## config.mk

```make
export PLATFORM = sky130hd
export DESIGN_NAME = ccx_arb_srcq_n
export DESIGN_NICKNAME = d
export VERILOG_FILES = /design/src/rtl/ccx_arb_srcq_n.sv
export SDC_FILE = /design/constraint.sdc
export NUM_CORES = 1
export LEC_CHECK = 0
export CAP_MARGIN = 20
export CORE_AREA = 2 2 39 41
export DETAILED_ROUTE_END_ITERATION = 8
export DIE_AREA = 0 0 41 43
export GPL_TIMING_DRIVEN = 1
export SLEW_MARGIN = 40
export SYNTH_ARGS = -nofsm -noshare
export SYNTH_HDL_FRONTEND = slang
export SYNTH_SLANG_ARGS = --single-unit
```

## constraint.sdc

```tcl
create_clock -name rclk -period 3.3 [get_ports rclk]
set_input_delay 0.825 -clock rclk [delete_from_list [all_inputs] [get_ports rclk]]
set_output_delay 0.825 -clock rclk [all_outputs]
set_load 0.005 [all_outputs]
```

## src/rtl/ccx_arb_srcq_n.sv

```systemverilog
// CCX arbiter source-queue tracker: DEPTH entries, occupancy count, atomics.
// Optional sticky protocol error flop under CCX_ARB_SRCQ_ERR_EN.
module ccx_arb_srcq_n #(
  parameter int DEPTH = 2,
  parameter int CNT_W = 2
) (
  input  logic             rclk,
  input  logic             reset_d1,
  input  logic             req_q,
  input  logic             atom_q,
  input  logic             grant_a,
  output logic             qfull,
  output logic [DEPTH-1:0] wsel,
  output logic             shift_x,
  output logic             q0_hold_a,
  output logic             atom_a,
  output logic [CNT_W-1:0] qcnt,
  output logic             atom_pend,
  output logic             err
);

  logic             req_a;
  logic             qfull_a;
  logic             incr_a;
  logic             decr_a;
  logic             shift_a;
  logic             atom_pend_next;
  logic [CNT_W-1:0] cnt;
  logic [CNT_W-1:0] cnt_next;
  logic [CNT_W-1:0] widx;

  // Reset masks the a-stage strobes so nothing moves while held.
  always_comb begin
    incr_a = (req_a | atom_pend) & ~qfull_a & ~reset_d1;
    decr_a = grant_a & (cnt != '0) & ~reset_d1;
  end

  always_comb begin
    cnt_next = cnt + CNT_W'(incr_a) - CNT_W'(decr_a);
    qfull    = (cnt_next == CNT_W'(DEPTH));
    shift_a  = grant_a & (cnt >= CNT_W'(2));
  end

  // A grant in the same cycle shifts the tail down, so write one lower.
  always_comb begin
    widx = cnt - CNT_W'(decr_a);
    wsel = '0;
    for (int i = 0; i < DEPTH; i++) begin
      wsel[i] = incr_a && (widx == CNT_W'(i));
    end
  end

  always_comb begin
    atom_pend_next = (req_a & atom_a & incr_a)
                   | (atom_pend & ~incr_a);
  end

  always_ff @(posedge rclk or posedge reset_d1) begin
    if (reset_d1) begin
      req_a     <= 1'b0;
      atom_a    <= 1'b0;
      qfull_a   <= 1'b0;
      cnt       <= '0;
      atom_pend <= 1'b0;
      shift_x   <= 1'b0;
    end else begin
      req_a     <= req_q;
      atom_a    <= atom_q;
      qfull_a   <= qfull;
      cnt       <= cnt_next;
      atom_pend <= atom_pend_next;
      shift_x   <= shift_a;
    end
  end

  assign q0_hold_a = wsel[0] | shift_x;
  assign qcnt      = cnt;

`ifdef CCX_ARB_SRCQ_ERR_EN
  logic err_set;

  always_comb begin
    err_set = (req_a & qfull_a)
            | (req_a & atom_pend)
            | (grant_a & (cnt == '0));
  end

  always_ff @(posedge rclk or posedge reset_d1) begin
    if (reset_d1) begin
      err <= 1'b0;
    end else if (err_set) begin
      err <= 1'b1;
    end
  end
`else
  assign err = 1'b0;
`endif

endmodule

```

After elaboration in Yosys (flattened, before gate mapping)

Index checks and enable logic that the tools add are counted.

Add/subtract/negate cells: 3
$lt $le $gt $ge: 1
Equal/unequal tests: 2
Bitwise operators: 14
Reduce and logical (&&, ||, !) cells: 4

Operator list:

| kind                 | number |
|---|---|
| $and A1 B1 Y1        | 8 |
| $sub A2 B1 Y2        | 2 |
| $not A1 Y1           | 3 |
| $or A1 B1 Y1         | 3 |
| $add A2 B1 Y2        | 1 |
| $eq A2 B1 Y1 const B | 1 |
| $eq A2 B2 Y1 const B | 1 |
| $ge A2 B2 Y1 const B | 1 |
| $logic_and A1 B1 Y1  | 2 |
| $logic_not A2 Y1     | 1 |
| $reduce_bool A2 Y1   | 1 |

Register bits after elaboration: 7
Output and inout port bits: 10

Logic depth before layout (Yosys ltp)

Depth in word-level cells: 7
Mapped depth: 7
Gate-level depth less buffers: 7

Least setup slack after synthesis

Ideal clock, no wire load.

Path type: input-to-output
Start: input port reset_d1
End: output port qfull
Data arrival time: 2467 ps
Slack: 8 ps
Stages: 7
Path buffers: 0
Path through: or2_2 -> or2_2 -> ha_1 -> inv_1 -> ha_1 -> xnor2_1 -> mux2_1

Cells in the longest elaborated chain, start to end: 5

RTL lines:

| item            | RTL line | source |
|---|---|---|
| start, declared | 8        | `input logic reset_d1,` |
| $not A1 Y1 *    | 34, 35   |  |
| $and A1 B1 Y1   | 34       | `incr_a = (req_a \| atom_pend) & ~qfull_a & ~reset_d1;` |
| $add A2 B1 Y2   | 39       | `cnt_next = cnt + CNT_W'(incr_a) - CNT_W'(decr_a);` |
| $sub A2 B1 Y2 * | 39       |  |
| $eq A2 B2 Y1 *  | 40       | `qfull = (cnt_next == CNT_W'(DEPTH));` |
| end, declared   | 12       | `output logic qfull,` |

Every way passes the cells marked *; elsewhere a longest branch is shown, timed or not.

Worst setup path in the final report

Same ends and word-level chain as after synthesis.

==> impl_metrics.csv <==
group,metric,value,unit
sta,rsz0062_at_grt,"true",
global_route,track_usage,0.105,
cts,clockBufferDepth,2,
power_and_ir_drop,clock_power_share,0.155,
run_status,violations,"setup timing",
yosys,yosysSeqAreaShare,0.490,
min_path,min_path_type,"flop to flop",
power_and_ir_drop,netSwitchingPower,0.159,mW
global_route,grt_max_degree,8,
yosys,synthTopCellsByArea,"dfrtp_1, ha_1, xnor2_1, inv_1, or2_2",
cts,clk_pin_slew,0.05,ns
placed_design,place_inst,67,
power_and_ir_drop,p_leak,0.306,nW
global_route,first_global_vias,295,
route,drtIter0Drc,2,
route,via_per_inst,4.14,
yosys,yosys_warnings,0,
floorplan,die_width,41,um
sta,finalClockSkew,0.00350,ns
setup_path,required,2.47,ns
sta,hold_viol_final,0,
setup_path,start_kind,"input pin",
power_and_ir_drop,combPwrFrac,0.553,
power_and_ir_drop,cellPowerDensity,804,nW/um2
floorplan,die_y,43,um
power_and_ir_drop,p_sw_frac,0.320,
cells_and_area,final_util,0.447,
global_route,grt_pass1_wl,1190,um
cells_and_area,stdcell_count,71,
cells_and_area,fillers,147,
route,drcViolationCount,0,
yosys,yosysUniqueCellTypes,19,
sta,final.setup.worst_slack,-0.000818,ns
route,wl,672,um
setup_path,crit_type,"input pin to output pin",
yosys,syn_inst,34,
floorplan,std_cell_rows,14,
placed_design,port_buffers,13,
cells_and_area,final_cell_mix,"dfrtp_1, clkdlybuf4s50_1, buf_4",
sta,fin_setup_tns,-0.000818,ns
run_status,status,"finished with violations",
placed_design,gp_congestion,0.666,
global_route,overflow,0,
cells_and_area,layout-drive-gt1-share,0.309,
yosys,avgSynthCellArea,10.5,um2
floorplan,coreArea,1380,um2
placed_design,dp_hpwl,533,um
floorplan,die-area,1760,um2
yosys,synth_area,358,um2
cts,clkLatencyLatePin,0.25,ns
sta,period_share,1.00,
cts,numCtsBuffers,3,
floorplan,ios,15,
flow_run,cap_violations,0,
route,firstDrtPassIters,2,
yosys,yosys_register_bits,7,
cts,cts_htree_levels,1,
floorplan,start_util,0.259,
cells_and_area,areaGrowthSynthToFinish,72.7,%
sta,fmax,303,MHz
yosys,synth_area_leader_cell,"dfrtp_1",
sta,fin_crit,3.30,ns
route,detail-route-antenna-nets,0,
yosys,synth_fp_nets,42,
power_and_ir_drop,seqPwrFrac,0.292,
placed_design,pre_cts_slack,-0.942,ns
setup_path,crit_fanout,2,
cts,cts_tree,"done",
setup_path,cp.arrival,2.48,ns
cells_and_area,nets,64,
route,wl_per_cell,9.46,um
cells_and_area,diodes,0,
power_and_ir_drop,intPower,0.338,mW
sta,drv_slew,0,
cts,cts_hold_buffers,0,
setup_path,cp-end-kind,"output pin",
sta,setup_viol,1,
route,vias,294,
yosys,yosys.area.top_type_share,0.490,
power_and_ir_drop,irDropWorstVdd,0.413,mV
cts,cts_sinks,7,
cts,cts_root_buffer,"clkbuf_4",
global_route,antenna_found_initial,0,
==> Yosys cell counts <==
cell type / count
xnor2_1: 2
and2_1: 1
mux2_1: 1
o21ai_0: 2
conb_1: 1
nor4_1: 1
nand2b_1: 1
nor2_1: 2
nand2_1: 1
nor2b_1: 1
xor2_1: 1
buf_4: 1
ha_1: 3
o31ai_1: 1
dfrtp_1: 7
nor3_1: 1
or2_2: 2
o211a_1: 1
inv_1: 4
==> worst max-delay path, stage by stage <==
cell and delay (ns):
buf_6 0.09, or2_4 0.24, or2_4 0.26, ha_4 0.26, inv_2 0.03, ha_4 0.16, xnor2_4 0.16, mux2_4 0.33
buf_6 0.12
==> path summary, 6_finish.rpt <==
kind                                    from                 to  slack, ns  cells past startpoint
min in group asynchronous           reset_d1  shift_x$_DFF_PP0_       0.67                      4
hold reg to reg            qfull_a$_DFF_PP0_               flop       0.51                      2
hold / removal             qfull_a$_DFF_PP0_               flop       0.51                      2
setup reg to reg           qfull_a$_DFF_PP0_  qfull_a$_DFF_PP0_       1.38                      7
setup / recovery                    reset_d1              qfull    -0.0008                      9
max in group asynchronous           reset_d1   atom_a$_DFF_PP0_       2.51                      4
==> kinds of logic after synthesis <==
logic type	synth area share
fa+ha+maj	0.105
xor+xnor	0.0734
compound gates	0.0769
mux	0.0315
simple gates	0.150
buf+inv	0.0629
flops	0.490
other cells	0.0105
==> what timing repair did <==
| item | 4_1_cts | 5_1_grt |
|---|---|---|
| setup endpoints to repair | 4 | 2 |
| hold endpoints to repair | 0 | 0 |
| setup buffers | 0 | 0 |
| pin swaps | 3 | 5 |
| gates resized for setup | 17 | 6 |
==> per-stage QoR <==
stage / instance area (um2) / power (mW) / hold slack [ns]
floorplan: 358 / 0.244 / 0.469
global placement: 538 / 0.356 / 0.500
detailed placement: 538 / 0.360 / 0.490
CTS: 594 / 0.472 / 0.511
global route: 618 / 0.550 / 0.550
finish: 618 / 0.497 / 0.506
==> layout make-up <==
type | count | area [um2] | share of cell area
Multi-Input combinational cell | 22 | 213 | 0.344
Sequential cell | 7 | 175 | 0.283
Timing Repair Buffer | 18 | 169 | 0.273
Clock buffer | 4 | 26.3 | 0.0425
Tap cell | 16 | 20.0 | 0.0324
Inverter | 4 | 15.0 | 0.0243
==> per-layer routing <==
| layer | global-route usage | up-vias | wire length, um |
|---|---|---|---|
| li1 | - | 152 | - |
| met1 | 0.136 | 131 | 303 |
| met2 | 0.141 | 11 | 325 |
| met3 | 0.0471 | 0 | 42 |
| met4 | 0.0600 | 0 | 0 |
| met5 | 0 | - | 0 |
==> power groups by stage <==
stage / sequential (mW) / clock [mW] / combinational (mW)
floorplan: 0.137 / 0 / 0.108
global placement: 0.139 / 0 / 0.217
detailed placement: 0.138 / 0 / 0.221
CTS: 0.139 / 0.0807 / 0.252
global route: 0.151 / 0.0897 / 0.310
finish: 0.145 / 0.0772 / 0.275
No activity file was read; power rests on OpenSTA's default activity.
